`config.mk`:
```
export PLATFORM = sky130hd
export DESIGN_NAME = io_out_port
export DESIGN_NICKNAME = d
export VERILOG_FILES = /design/src/rtl/io_out_port.sv
export SDC_FILE = /design/constraint.sdc
export NUM_CORES = 1
export LEC_CHECK = 0
export CAP_MARGIN = 20
export CORE_ASPECT_RATIO = 0.75
export CORE_UTILIZATION = 49
export CTS_BUF_LIST = sky130_fd_sc_hd__clkbuf_2 sky130_fd_sc_hd__clkbuf_4 sky130_fd_sc_hd__clkbuf_8
export DETAILED_ROUTE_END_ITERATION = 6
export GPL_TIMING_DRIVEN = 0
export PLACE_DENSITY = 0.74
export SLEW_MARGIN = 10
export SYNTH_ARGS = -nofsm -noshare
export SYNTH_HDL_FRONTEND = slang
export SYNTH_SLANG_ARGS = --single-unit
```
`constraint.sdc`:
```
create_clock -name clk -period 2.8 [get_ports clk]
set_input_delay 0.56 -clock clk [delete_from_list [all_inputs] [get_ports clk]]
set_output_delay 0.56 -clock clk [all_outputs]
set_load 0.005 [all_outputs]
```
`src/rtl/io_out_port.sv`:
```
// io_out_port: captures IO store strobes from the CPU bus into a FIFO drained over valid/ready.
module io_out_port #(
    parameter int DATA_WIDTH = 8,
    parameter int DEPTH      = 4
) (
    input  logic                       clk,
    input  logic                       rst_n,
    input  logic                       go,
    input  logic [DATA_WIDTH-1:0]      bus_in,
    input  logic                       ovf_clr,
    output logic [DATA_WIDTH-1:0]      out_data,
    output logic                       out_valid,
    input  logic                       out_ready,
    output logic                       full,
    output logic                       empty,
    output logic [$clog2(DEPTH):0]     count,
    output logic                       overflow
);
    localparam int AW = $clog2(DEPTH);
    localparam logic [AW:0]   CNT_FULL = (AW+1)'(DEPTH);
    localparam logic [AW:0]   CNT_ONE  = 1;
    localparam logic [AW-1:0] PTR_ONE  = 1;

    logic [DATA_WIDTH-1:0] mem_q [DEPTH];
    logic [AW-1:0]         rd_ptr_q, rd_ptr_d, wr_ptr_q, wr_ptr_d;
    logic [AW:0]           count_q, count_d;
    logic                  overflow_q, overflow_d;
    logic                  push, pop;

    assign count     = count_q;
    assign full      = count_q == CNT_FULL;
    assign empty     = count_q == '0;
    assign out_valid = ~empty;
    assign overflow  = overflow_q;
    // Gated so the port reads zero out of reset while storage is uninitialised.
    assign out_data  = out_valid ? mem_q[rd_ptr_q] : '0;

    always_comb begin
        push       = go & ~full;
        pop        = out_valid & out_ready;
        wr_ptr_d   = push ? wr_ptr_q + PTR_ONE : wr_ptr_q;
        rd_ptr_d   = pop ? rd_ptr_q + PTR_ONE : rd_ptr_q;
        count_d    = (push && !pop) ? count_q + CNT_ONE :
                     (pop && !push) ? count_q - CNT_ONE : count_q;
        overflow_d = (go & full) | (overflow_q & ~ovf_clr);
    end

    always_ff @(posedge clk or negedge rst_n) begin
        if (!rst_n) begin
            rd_ptr_q   <= '0;
            wr_ptr_q   <= '0;
            count_q    <= '0;
            overflow_q <= 1'b0;
        end else begin
            rd_ptr_q   <= rd_ptr_d;
            wr_ptr_q   <= wr_ptr_d;
            count_q    <= count_d;
            overflow_q <= overflow_d;
        end
    end

    always_ff @(posedge clk) begin
        if (push) mem_q[wr_ptr_q] <= bus_in;
    end
endmodule

```
Yosys cells after proc, flatten, opt, wreduce, memory -nomap -nowiden
Memories as Yosys holds them, arrays and structs flattened.
Index checks and enable logic that the tools add are counted.

word-level totals
  input bits = 13
  memories = 1
  RAM bits = 32
  flip-flop bits (word level) = 8
  logic and storage cells = 29

memories
  name   words  width  read ports  clocked after Yosys merged registers in  write ports  RTL line  text
  mem_q  4      8      1           0                                        1            24        logic [DATA_WIDTH-1:0] mem_q [DEPTH];

cells by class
  reduce and logical (&&, ||, !) cells = 6
  eq/ne operators = 1
  add/sub/neg operators = 4
  muxes and demuxes = 5
  bitwise operators = 8

operators with widths
  cell                   number
  $mux W8                1
  $mux W3                2
  $add A2 B1 Y2 const B  2
  $and A1 B1 Y1          4
  $add A3 B1 Y3 const B  1
  $eq A3 B3 Y1 const B   1
  $logic_not A3 Y1       1
  $not A1 Y1             3
  $sub A3 B1 Y3 const B  1
  $logic_and A1 B1 Y1    2
  $logic_not A1 Y1       2
  $mux W1                2
  $reduce_bool A2 Y1     1
  $or A1 B1 Y1           1

Longest topological paths before layout
  depth after elaboration = 7
  depth in mapped cells = 9
  mapped depth without buffers = 8

Least setup slack after synthesis
OpenSTA, ideal clock, no wires.

  path kind = register to register
  start point = register count_q[1], in the netlist count[1]
  end point = register count_q[2], in the netlist count[2]
  period minus slack after synthesis = 2.003 ns
  arrival = 1.923 ns
  cell stages (with the launch flop) = 9
  required time = 2.721 ns
  slack = 0.797 ns
  cells stage by stage = dfrtp_1 or3_1 nand2_1 ha_1 inv_1 fa_1 xor2_1 nor2_1 xor2_1

on the way
  cells in the longest elaborated chain, start to end = 6
  elaborated cells on any way between the ends = 15
  those cells by class = 2 x add/sub; 1 x eq/ne; 2 x mux; 4 x bitwise; 6 x reduce/logical

ends and longest elaborated chain
  element                                                                RTL line  text
  start, declared                                                        26        logic [AW:0] count_q, count_d;
  start signal, assigned                                                 57        count_q <= count_d;
  parallel branches: the longest is 6 deep, another holds $sub A3 B1 Y3  n/a

Several ways; the timed one is not identified. The select of a mux whose other input is x is not followed.
A chain may end at the register's enable or synchronous reset.

Worst setup path after layout
  start point = register count_q[1], in the netlist count[1]
  end point = output port out_data[2]

on the way
  cells in the longest elaborated chain, start to end = 2

ends and longest elaborated chain
  element           RTL line  text
  $logic_not A3 Y1  32        assign empty = count_q == '0;
  $mux W8           36        assign out_data = out_valid ? mem_q[rd_ptr_q] : '0;
  end, declared     11        output logic [DATA_WIDTH-1:0] out_data,

No other way between the ends.

==> run_summary.xml <==
<?xml version="1.0" encoding="UTF-8"?>
<metrics>
  <group name="logic_synthesis">
    <metric name="synthesis.area" unit="sq mm">0.00168</metric>
    <metric name="syn_avg_cell_area" unit="sq um">18.5</metric>
    <metric name="compound_gate_portion_of_the_synthesized_area" unit="%">0.298</metric>
    <metric name="synthAdderAreaFrac" unit="%">4.91</metric>
    <metric name="postSynthRegisterBits" unit="">40</metric>
    <metric name="netlist_cell_types" unit="">21</metric>
    <metric name="yosysTopAreaCell" unit="">edfxtp_1</metric>
    <metric name="synthesis.instances" unit="">91</metric>
    <metric name="post_synth_xor_area_fraction" unit="%">3.13</metric>
    <metric name="yosysTopAreaCellShare" unit="%">57.2</metric>
    <metric name="yosysWarnings" unit="">0</metric>
    <metric name="ys_top_cells_by_area" unit="">edfxtp_1, dfrtp_1, mux4_2, and2_1, ha_1</metric>
    <metric name="seq_area_frac_synth" unit="%">69.1</metric>
    <metric name="synthesis.nets" unit="">110</metric>
    <metric name="yosys.area_share.simple" unit="%">7.30</metric>
    <metric name="synth.mux.area_fraction" unit="%">12.3</metric>
    <metric name="synth_top_family_by_area" unit="">multiplexers</metric>
  </group>
  <group name="pwr">
    <metric name="p_sw" unit="W">0.000602</metric>
    <metric name="internal-power" unit="W">0.00172</metric>
    <metric name="combPwrFrac" unit="%">38.2</metric>
    <metric name="power_switching_share" unit="%">25.9</metric>
    <metric name="ir_worst_vdd" unit="mV">0.613</metric>
    <metric name="power.sequential.fraction" unit="%">38.2</metric>
    <metric name="p_leak" unit="nW">0.780</metric>
    <metric name="clockPowerShare" unit="%">23.6</metric>
    <metric name="power_density" unit="mW/mm^2">1090</metric>
  </group>
  <group name="grt">
    <metric name="first_global_vias" unit="">789</metric>
    <metric name="antenna_found_initial" unit="">0</metric>
    <metric name="first_pass_grt_wire_length" unit="um">4010</metric>
    <metric name="grt_start_max_net_pins" unit="">14</metric>
    <metric name="grt_remaining_overflow" unit="">0</metric>
    <metric name="grt_usage" unit="%">15.7</metric>
  </group>
  <group name="timing">
    <metric name="rsz0062_at_grt" unit="">false</metric>
    <metric name="time_the_worst_path_needs_with_i_o_delays_and_setup" unit="ns">2.63</metric>
    <metric name="clock_skew" unit="ns">0.0142</metric>
    <metric name="tns" unit="ns">0</metric>
    <metric name="hold-worst-slack" unit="ns">0.526</metric>
    <metric name="hold_viol" unit="">0</metric>
    <metric name="finalSetupViolCount" unit="">0</metric>
    <metric name="max_freq" unit="MHz">380</metric>
    <metric name="layout_worst_path_cycle_share" unit="%">93.9</metric>
    <metric name="final_critical_path_setup_slack" unit="ns">0.170</metric>
    <metric name="worstMarginPinSlew" unit="ns">0.426</metric>
    <metric name="final_max_slew_viol_count" unit="">0</metric>
    <metric name="timing.slew.headroom" unit="%">71.6</metric>
  </group>
  <group name="place">
    <metric name="gp_congestion" unit="">0.669</metric>
    <metric name="number_of_i_o_port_buffers" unit="">27</metric>
    <metric name="dp_slack" unit="ns">0.285</metric>
    <metric name="place.detailed.hpwl" unit="um">1930</metric>
  </group>
  <group name="detailed_routing">
    <metric name="via_total_after_detailed_routing" unit="">828</metric>
    <metric name="drt_pass1_iterations" unit="">4</metric>
    <metric name="route.final.wire_length" unit="um">2640</metric>
    <metric name="drc" unit="">0</metric>
    <metric name="post_drt_wl_per_cell" unit="um">15.9</metric>
    <metric name="postRouteAntennaNets" unit="">0</metric>
    <metric name="via_per_inst" unit="">4.99</metric>
    <metric name="drtIter0Drc" unit="">63</metric>
  </group>
  <group name="worst_hold_path">
    <metric name="hold_start" unit="">count[2]</metric>
    <metric name="min-delay-path-class" unit="">flop to flop</metric>
  </group>
  <group name="cells_and_area">
    <metric name="n_antenna_cell" unit="">0</metric>
    <metric name="layout.nets" unit="">144</metric>
    <metric name="final_cell_mix" unit="">edfxtp_1, clkdlybuf4s50_1, and2_1</metric>
    <metric name="ratio_of_cells_with_drive_above_1_in_the_final_layout" unit="%">17.5</metric>
    <metric name="fillers" unit="">238</metric>
    <metric name="mostFrequentLayoutCell" unit="">edfxtp_1</metric>
    <metric name="area.growth.synth_to_final" unit="%">27.2</metric>
  </group>
  <group name="clock_network">
    <metric name="postCtsResizedCells" unit="">0</metric>
    <metric name="post_cts_hold_buffer_count" unit="">0</metric>
    <metric name="tritoncts_num_sinks" unit="">40</metric>
    <metric name="htreeDepth" unit="">2</metric>
    <metric name="clockBufferDepth" unit="">2</metric>
    <metric name="clock_latency_at_the_later_pin_of_the_worst_skew_pair" unit="ns">0.29</metric>
    <metric name="clk_transition_reported_paths" unit="ns">0.08</metric>
    <metric name="cts_post_setup_buffers_inserted" unit="">0</metric>
    <metric name="number_of_buffers_added_by_the_clock_tree_synthesis_step" unit="">5</metric>
    <metric name="root_buffer" unit="">clkbuf_8</metric>
    <metric name="cts_tree" unit="">built</metric>
  </group>
  <group name="critical_path">
    <metric name="critical-path-slowest-cell" unit="">dfrtp_1</metric>
    <metric name="worst-endpoint-required" unit="ns">2.24</metric>
    <metric name="timing.critical_path.cells" unit="">or3_1 &gt; clkbuf_1 &gt; and2_1 &gt; clkdlybuf4s50_1</metric>
    <metric name="crit_type" unit="">flop to primary output</metric>
    <metric name="reg2reg_from" unit="">count[1]</metric>
    <metric name="cp_num_buf_inv" unit="">2</metric>
    <metric name="timing.critical_path.from_type" unit="">flop</metric>
    <metric name="critical_path_max_stage_delay" unit="ns">0.46</metric>
    <metric name="worst_setup_path_startpoint" unit="">count[1]</metric>
    <metric name="critical_path.top_delay_family" unit="">buffers and inverters</metric>
    <metric name="worstSetupEndpointType" unit="">primary output</metric>
    <metric name="crit_fanout" unit="">10</metric>
    <metric name="worst-endpoint-arrival" unit="ns">2.07</metric>
  </group>
  <group name="floorplanning">
    <metric name="chipHeight" unit="um">52.7</metric>
    <metric name="boundaryPins" unit="">28</metric>
    <metric name="std_cell_rows" unit="">18</metric>
    <metric name="die_x" unit="um">69.6</metric>
    <metric name="placeableCoreArea" unit="sq mm">0.00329</metric>
    <metric name="initial_utilization" unit="%">51.1</metric>
    <metric name="die_area" unit="sq mm">0.00367</metric>
  </group>
  <group name="outcome">
    <metric name="outcome" unit="">completed</metric>
  </group>
  <group name="job">
    <metric name="max-cap-violations" unit="">0</metric>
  </group>
</metrics>
==> registers in the layout, indices dropped and copies added (netlist names) <==
name,count
count,3
mem_q,32
overflow,1
rd_ptr_q,2
wr_ptr_q,2
==> cells in the mapped netlist <==
master    number
o21ai_0        1
buf_6          2
mux2_4         1
clkbuf_1       1
inv_1          5
nor2b_1        1
xnor2_1        4
ha_1           5
nand2_1        2
dfrtp_1        8
xor2_1         2
clkbuf_2       1
nand3_1        1
nor3b_4        1
or3_1          1
mux2_2         1
and2_1        12
nor2_1         1
fa_1           1
edfxtp_1      32
mux4_2         8
==> worst register-to-register path: stages, from the launching register on <==
cell and delay, ns:
dfrtp_1 0.46, or3_1 0.43, nand2_1 0.16, ha_1 0.20, inv_1 0.06, fa_1 0.37, xor2_1 0.17, nor2_1 0.11
xor2_1 0.16
==> cell families (layout without fill, tap and decap cells) <==
| logic type | count (synthesis) | after routing |
|---|---|---|
| flip-flops | 40 | 40 |
| AND/OR/NAND/NOR | 19 | 19 |
| multiplexers | 10 | 10 |
| buffers and inverters | 9 | 44 |
| adder cells (fa/ha/maj) | 6 | 6 |
| XOR/XNOR | 6 | 6 |
| AO/OA/AOI/OAI | 1 | 1 |
==> layer usage <==
layer | vias to the layer above | track usage [%] | part of all wire (%)
met5 | - | 0 | 0
met4 | 0 | 6.00 | 1.0
met3 | 5 | 5.00 | 6.2
met2 | 27 | 25.6 | 50
met1 | 398 | 20.1 | 43
li1 | 398 | - | -
==> per-stage QoR <==
stage,total power [W],cells,utilization (%),area (sq um)
after floorplan,0.00141,91,-,1680
after global placement,0.00177,158,60.8,2000
after detailed placement,0.00181,158,60.8,2000
after CTS,0.00236,166,65.0,2140
after global routing,0.00245,166,65.0,2140
final,0.00233,166,65.0,2140
==> area by class of cell <==
cell class	instances	area (sq um)	share of cell area (%)
plain buffers	4	31.3	1.46
clock buffers	6	76.3	3.57
clock inverters	2	60.1	2.81
inverters	5	18.8	0.878
multi-input cells	42	469	22.0
flip-flops and latches	40	1160	54.3
well taps	40	50.0	2.34
repair buffers	27	270	12.6
==> power groups by stage <==
stage	clock [W]	combinational, W	sequential, W
floorplan	0	0.000523	0.000885
global placement	0	0.000884	0.000890
detailed placement	0	0.000906	0.000904
CTS	0.000559	0.000910	0.000892
global route	0.000577	0.000969	0.000906
finish	0.000548	0.000889	0.000888
==> path summary, 6_finish.rpt <==
path / endpoint / slack [ns] / cells after the start
max: out_data[2] / 0.17 / 4
min: count[2] / 0.53 / 1
max reg2reg: count[2] / 0.61 / 8
min reg2reg: count[2] / 0.53 / 1
max in group asynchronous: overflow / 1.98 / 1
min in group asynchronous: count[0] / 0.55 / 1
Power figures use the tool's default switching activity.
==> RTL change 1: new RTL, config.mk and constraints unchanged <==
Set the parameter `DEPTH` to 2 (it was 4).
--- a/src/rtl/io_out_port.sv
+++ b/src/rtl/io_out_port.sv
@@ -1,7 +1,7 @@
 // io_out_port: captures IO store strobes from the CPU bus into a FIFO drained over valid/ready.
 module io_out_port #(
     parameter int DATA_WIDTH = 8,
-    parameter int DEPTH      = 4
+    parameter int DEPTH      = 2
 ) (
     input  logic                       clk,
     input  logic                       rst_n,
Ports: changed (resized count); port bits go from 28 to 27. No check against the original RTL was run, so the function may have changed too.
==> RTL change 1 against the original RTL <==
Sequential cell count shrank 19. Worst setup slack gained 0.33 ns. Area after synthesis shrank 50%. Largest cell class unchanged. Power shrank 50%. Final area shrank 46%. First-iteration DRC count shrank 89%. Largest power group unchanged. Wire length shrank 46%. Core utilization grew 10 points.
==> RTL change 1: results (changes against the original RTL) <==
outcome - finished clean
number of global-route vias before repair - 479 (-39%)
CTS buffer count - 3 (-2)
switching share of power - 30.8% (+4.9 points)
post-detail-place hpwl - 1050 um (-46%)
all-layer global routing usage - 17.7% (+2.0 points)
Post-synth EDFFs - 16 (-50%)
VDD IR-drop max - 698 uV (+14%)
Final GP Congestion - 0.761 (+14%)
largest net degree at the start of global routing - 13 (-1)
drt total wl - 1440 um (-46%)
starting DRC count in detailed routing - 7 (-89%)
async set-reset flop share out of synthesis - 23.8% (+3.8 points)
min-delay worst type - in -> async
Worst-Margin Slew - 0.730 ns (+0.304 ns)
first-pass GRT wire length - 2260 um (-44%)
top post-synthesis cells by area - edfxtp_1 (57%), dfrtp_1 (15%), mux2i_1 (9.6%)
slowest CP cell - clkdlybuf4s50_1
Final Skew - 0.00538 ns (-0.00885 ns)
share of layout cells above drive strength 1 - 6.90% (-11 points)
# fillers - 113 (-53%)
Leak - 0.000459 uW (-41%)
via count - 522 (-37%)
DP Area - 1120 um2 (-44%)
syn nets - 71 (-35%)
clock slew at reported path FFs - 0.11 ns (+0.03 ns)
Initial DRT Pass Iterations - 2 (-2)
==> RTL change 1: cell types whose count changed in the layout (fill, tap and decap cells not counted), sizes merged, moves of 3 or more <==
cell / before / now
and2: 12 / 0
edfxtp: 32 / 16
mux4: 8 / 0
dfrtp: 8 / 5
ha: 5 / 1
mux2i: 0 / 8
clkbuf: 8 / 3
nor2: 1 / 11
==> RTL change 1: layout make-up <==
type	instances	share of cell area [%]
inverters	4	1.31
multi-input cells	31	18.3
repair buffers	26	22.6
clock inverters	1	0.435
flip-flops and latches	21	52.7
plain buffers	1	0.435
well taps	21	2.29
clock buffers	3	1.96
==> RTL change 1: metal layers <==
| metal | up-vias | wire length, um | GRT usage [%] |
|---|---|---|---|
| li1 | 255 | - | - |
| met1 | 244 | 663 | 21.3 |
| met2 | 21 | 689 | 32.1 |
| met3 | 2 | 70 | 4.88 |
| met4 | 0 | 11 | 4.29 |
| met5 | - | 0 | 0 |
==> RTL change 1: worst max-delay path, delay by kind of cell, from the launching register on <==
kind,cells,cell delay (ns)
buffers and inverters,1,0.59
DFF,1,0.48
and+or+nand+nor,1,0.38
==> RTL change 1: power by group through the flow <==
stage / Clock, uW / Sequential [uW] / Combinational, uW
after floorplan: 0 / 485 / 256
after CTS: 142 / 488 / 535
after global routing: 159 / 497 / 576
after global placement: 0 / 489 / 524
final: 139 / 487 / 530
after detailed placement: 0 / 494 / 532
==> RTL change 1: path summary, 6_finish.rpt <==
check                          from     endpoint  slack (ns)
max in group asynchronous     rst_n     rd_ptr_q        2.14
hold reg to reg            wr_ptr_q     wr_ptr_q        0.50
min in group clk           wr_ptr_q     wr_ptr_q        0.50
setup reg to reg           count[0]  mem_q[0][7]        1.08
setup / recovery           count[0]        empty        0.50
hold / removal                rst_n     overflow        0.47
==> RTL change 1: cell families after synthesis <==
| group | count (synthesis) | synth area share [%] |
|---|---|---|
| buf+inv | 5 | 2.39 |
| fa+ha+maj | 1 | 1.50 |
| xor+xnor | 5 | 5.24 |
| mux | 8 | 9.58 |
| simple gates | 15 | 7.64 |
| flops | 21 | 72.5 |
| compound gates | 2 | 1.20 |
==> RTL change 1: stage by stage <==
step | std cells | hold WS, ns | worst slack (ns) | util [%]
2_1_floorplan | 57 | 0.264 | 1.36 | -
3_3_place_gp | 104 | 0.478 | 0.717 | 73.3
3_5_place_dp | 104 | 0.479 | 0.660 | 73.3
4_1_cts | 108 | 0.473 | 0.503 | 75.1
5_1_grt | 108 | 0.454 | 0.402 | 75.1
6_report | 108 | 0.472 | 0.504 | 75.1
==> RTL change 2: new RTL, config.mk and constraints unchanged <==
Without the edit above. Reset style: synchronous (`rst_n`), changed in one clocked block.
--- a/src/rtl/io_out_port.sv
+++ b/src/rtl/io_out_port.sv
@@ -45,7 +45,7 @@
         overflow_d = (go & full) | (overflow_q & ~ovf_clr);
     end
 
-    always_ff @(posedge clk or negedge rst_n) begin
+    always_ff @(posedge clk) begin
         if (!rst_n) begin
             rd_ptr_q   <= '0;
             wr_ptr_q   <= '0;
Behaviour: differs if rst_n is asserted again (counterexample within 4 cycles, from zero or initial values and one cycle with rst_n low); with rst_n held inactive, the same outputs for 10 cycles.
==> RTL change 2 against the original RTL <==
The flow now finishes with violations (DRC). Highest routed layer unchanged. Worst setup slack improved by 0.18 ns. Final cell count rose by 8.4%. Sequential cell count rose by 2. Synthesized cell count grew 15%. Critical endpoint is now out_data[7]. Non-clock buffer count grew 1. Power decreased by 20%. Sequential share of layout area decreased by 0.41 points. Final area increased by 0.76%. Critical path type unchanged. Maximum frequency rose by 7.3%. Area after synthesis up 4.0%. Core utilization down 0.82 points. Wire length up 7.7%. First-iteration DRC count down 16%.
==> RTL change 2: results (changes against the original RTL) <==
slowest CP cell - mux4_2
sequential share of the synthesized area - 66.4% (-2.7 points)
Slew headroom - 71.4% (-0.21 points)
# fillers - 242 (+1.7%)
DR DRC count - 3 (+3)
met3 GRT Util - 6.74% (+1.7 points)
multi-input combinational area share - 24.9% (+2.9 points)
syn nets - 124 (+13%)
Worst EP arrival - 1.89 ns (-0.18 ns)
Final #Nets - 158 (+9.7%)
met2 GRT Util - 29.0% (+3.4 points)
failing checks - DRC
Clock buf/inv share - 3.95% (-2.4 points)
Post-Synthesis Cells - 105 (+15%)
async set-reset flop share out of synthesis - 0% (-20 points)
placed insts - 172 (+8.9%)
Met3 Wirelength - 86 um (-48%)
GR Util met1 - 21.2% (+1.0 points)
die span in x - 71.0 um (+1.9%)
Initial DRT Pass Iterations - 7 (+3)
Final GP Congestion - 0.805 (+20%)
Synth cell types - 24 (+14%)
Metal-1 WL - 1290 um (+15%)
#MultiIn Comb - 54 (+29%)
NonClk Buf Share - 14.2% (+0.13 points)
Final Skew - 0.00572 ns (-0.00851 ns)
DP Area - 2070 um2 (+3.4%)
Leak - 0.000739 uW (-5.2%)
outcome - finished with violations
top post-synthesis cells by area - edfxtp_1 (55%), dfxtp_1 (11%), mux4_2 (10%)
share of layout cells above drive strength 1 - 15.0% (-2.5 points)
nonclk buf count - 32 (+3.2%)
via count - 926 (+12%)
## RTL change 2: cell count changes after synthesis, sizes merged, moves of 3 or more
cell   delta
nor2b    +11
dfrtp     -8
dfxtp    +10
nand2     +3
mux2i     +3
and2      -5
## RTL change 2: report_power, final
part | switching, uW | internal (uW)
Combinational | 262 | 405
Sequential | 58.5 | 764
Clock | 193 | 170
Total | 514 | 1340
## RTL change 2: kinds of logic (layout without fill, tap and decap cells)
family | after synthesis | after routing | synth area share, %
flops | 42 | 42 | 66.4
simple gates | 28 | 28 | 9.95
mux | 11 | 11 | 12.0
buf+inv | 9 | 44 | 2.93
fa+ha+maj | 6 | 6 | 4.72
compound gates | 6 | 6 | 2.43
xor+xnor | 3 | 3 | 1.50
## RTL change 2: final timing paths
path / start / end / slack (ns) / cells after the start
setup / recovery: register / out_data[7] / 0.35 / 4
hold / removal: rd_ptr_q[1] / register / 0.50 / 2
setup reg to reg: count[0] / count[2] / 0.57 / 9
hold reg to reg: rd_ptr_q[1] / register / 0.50 / 2
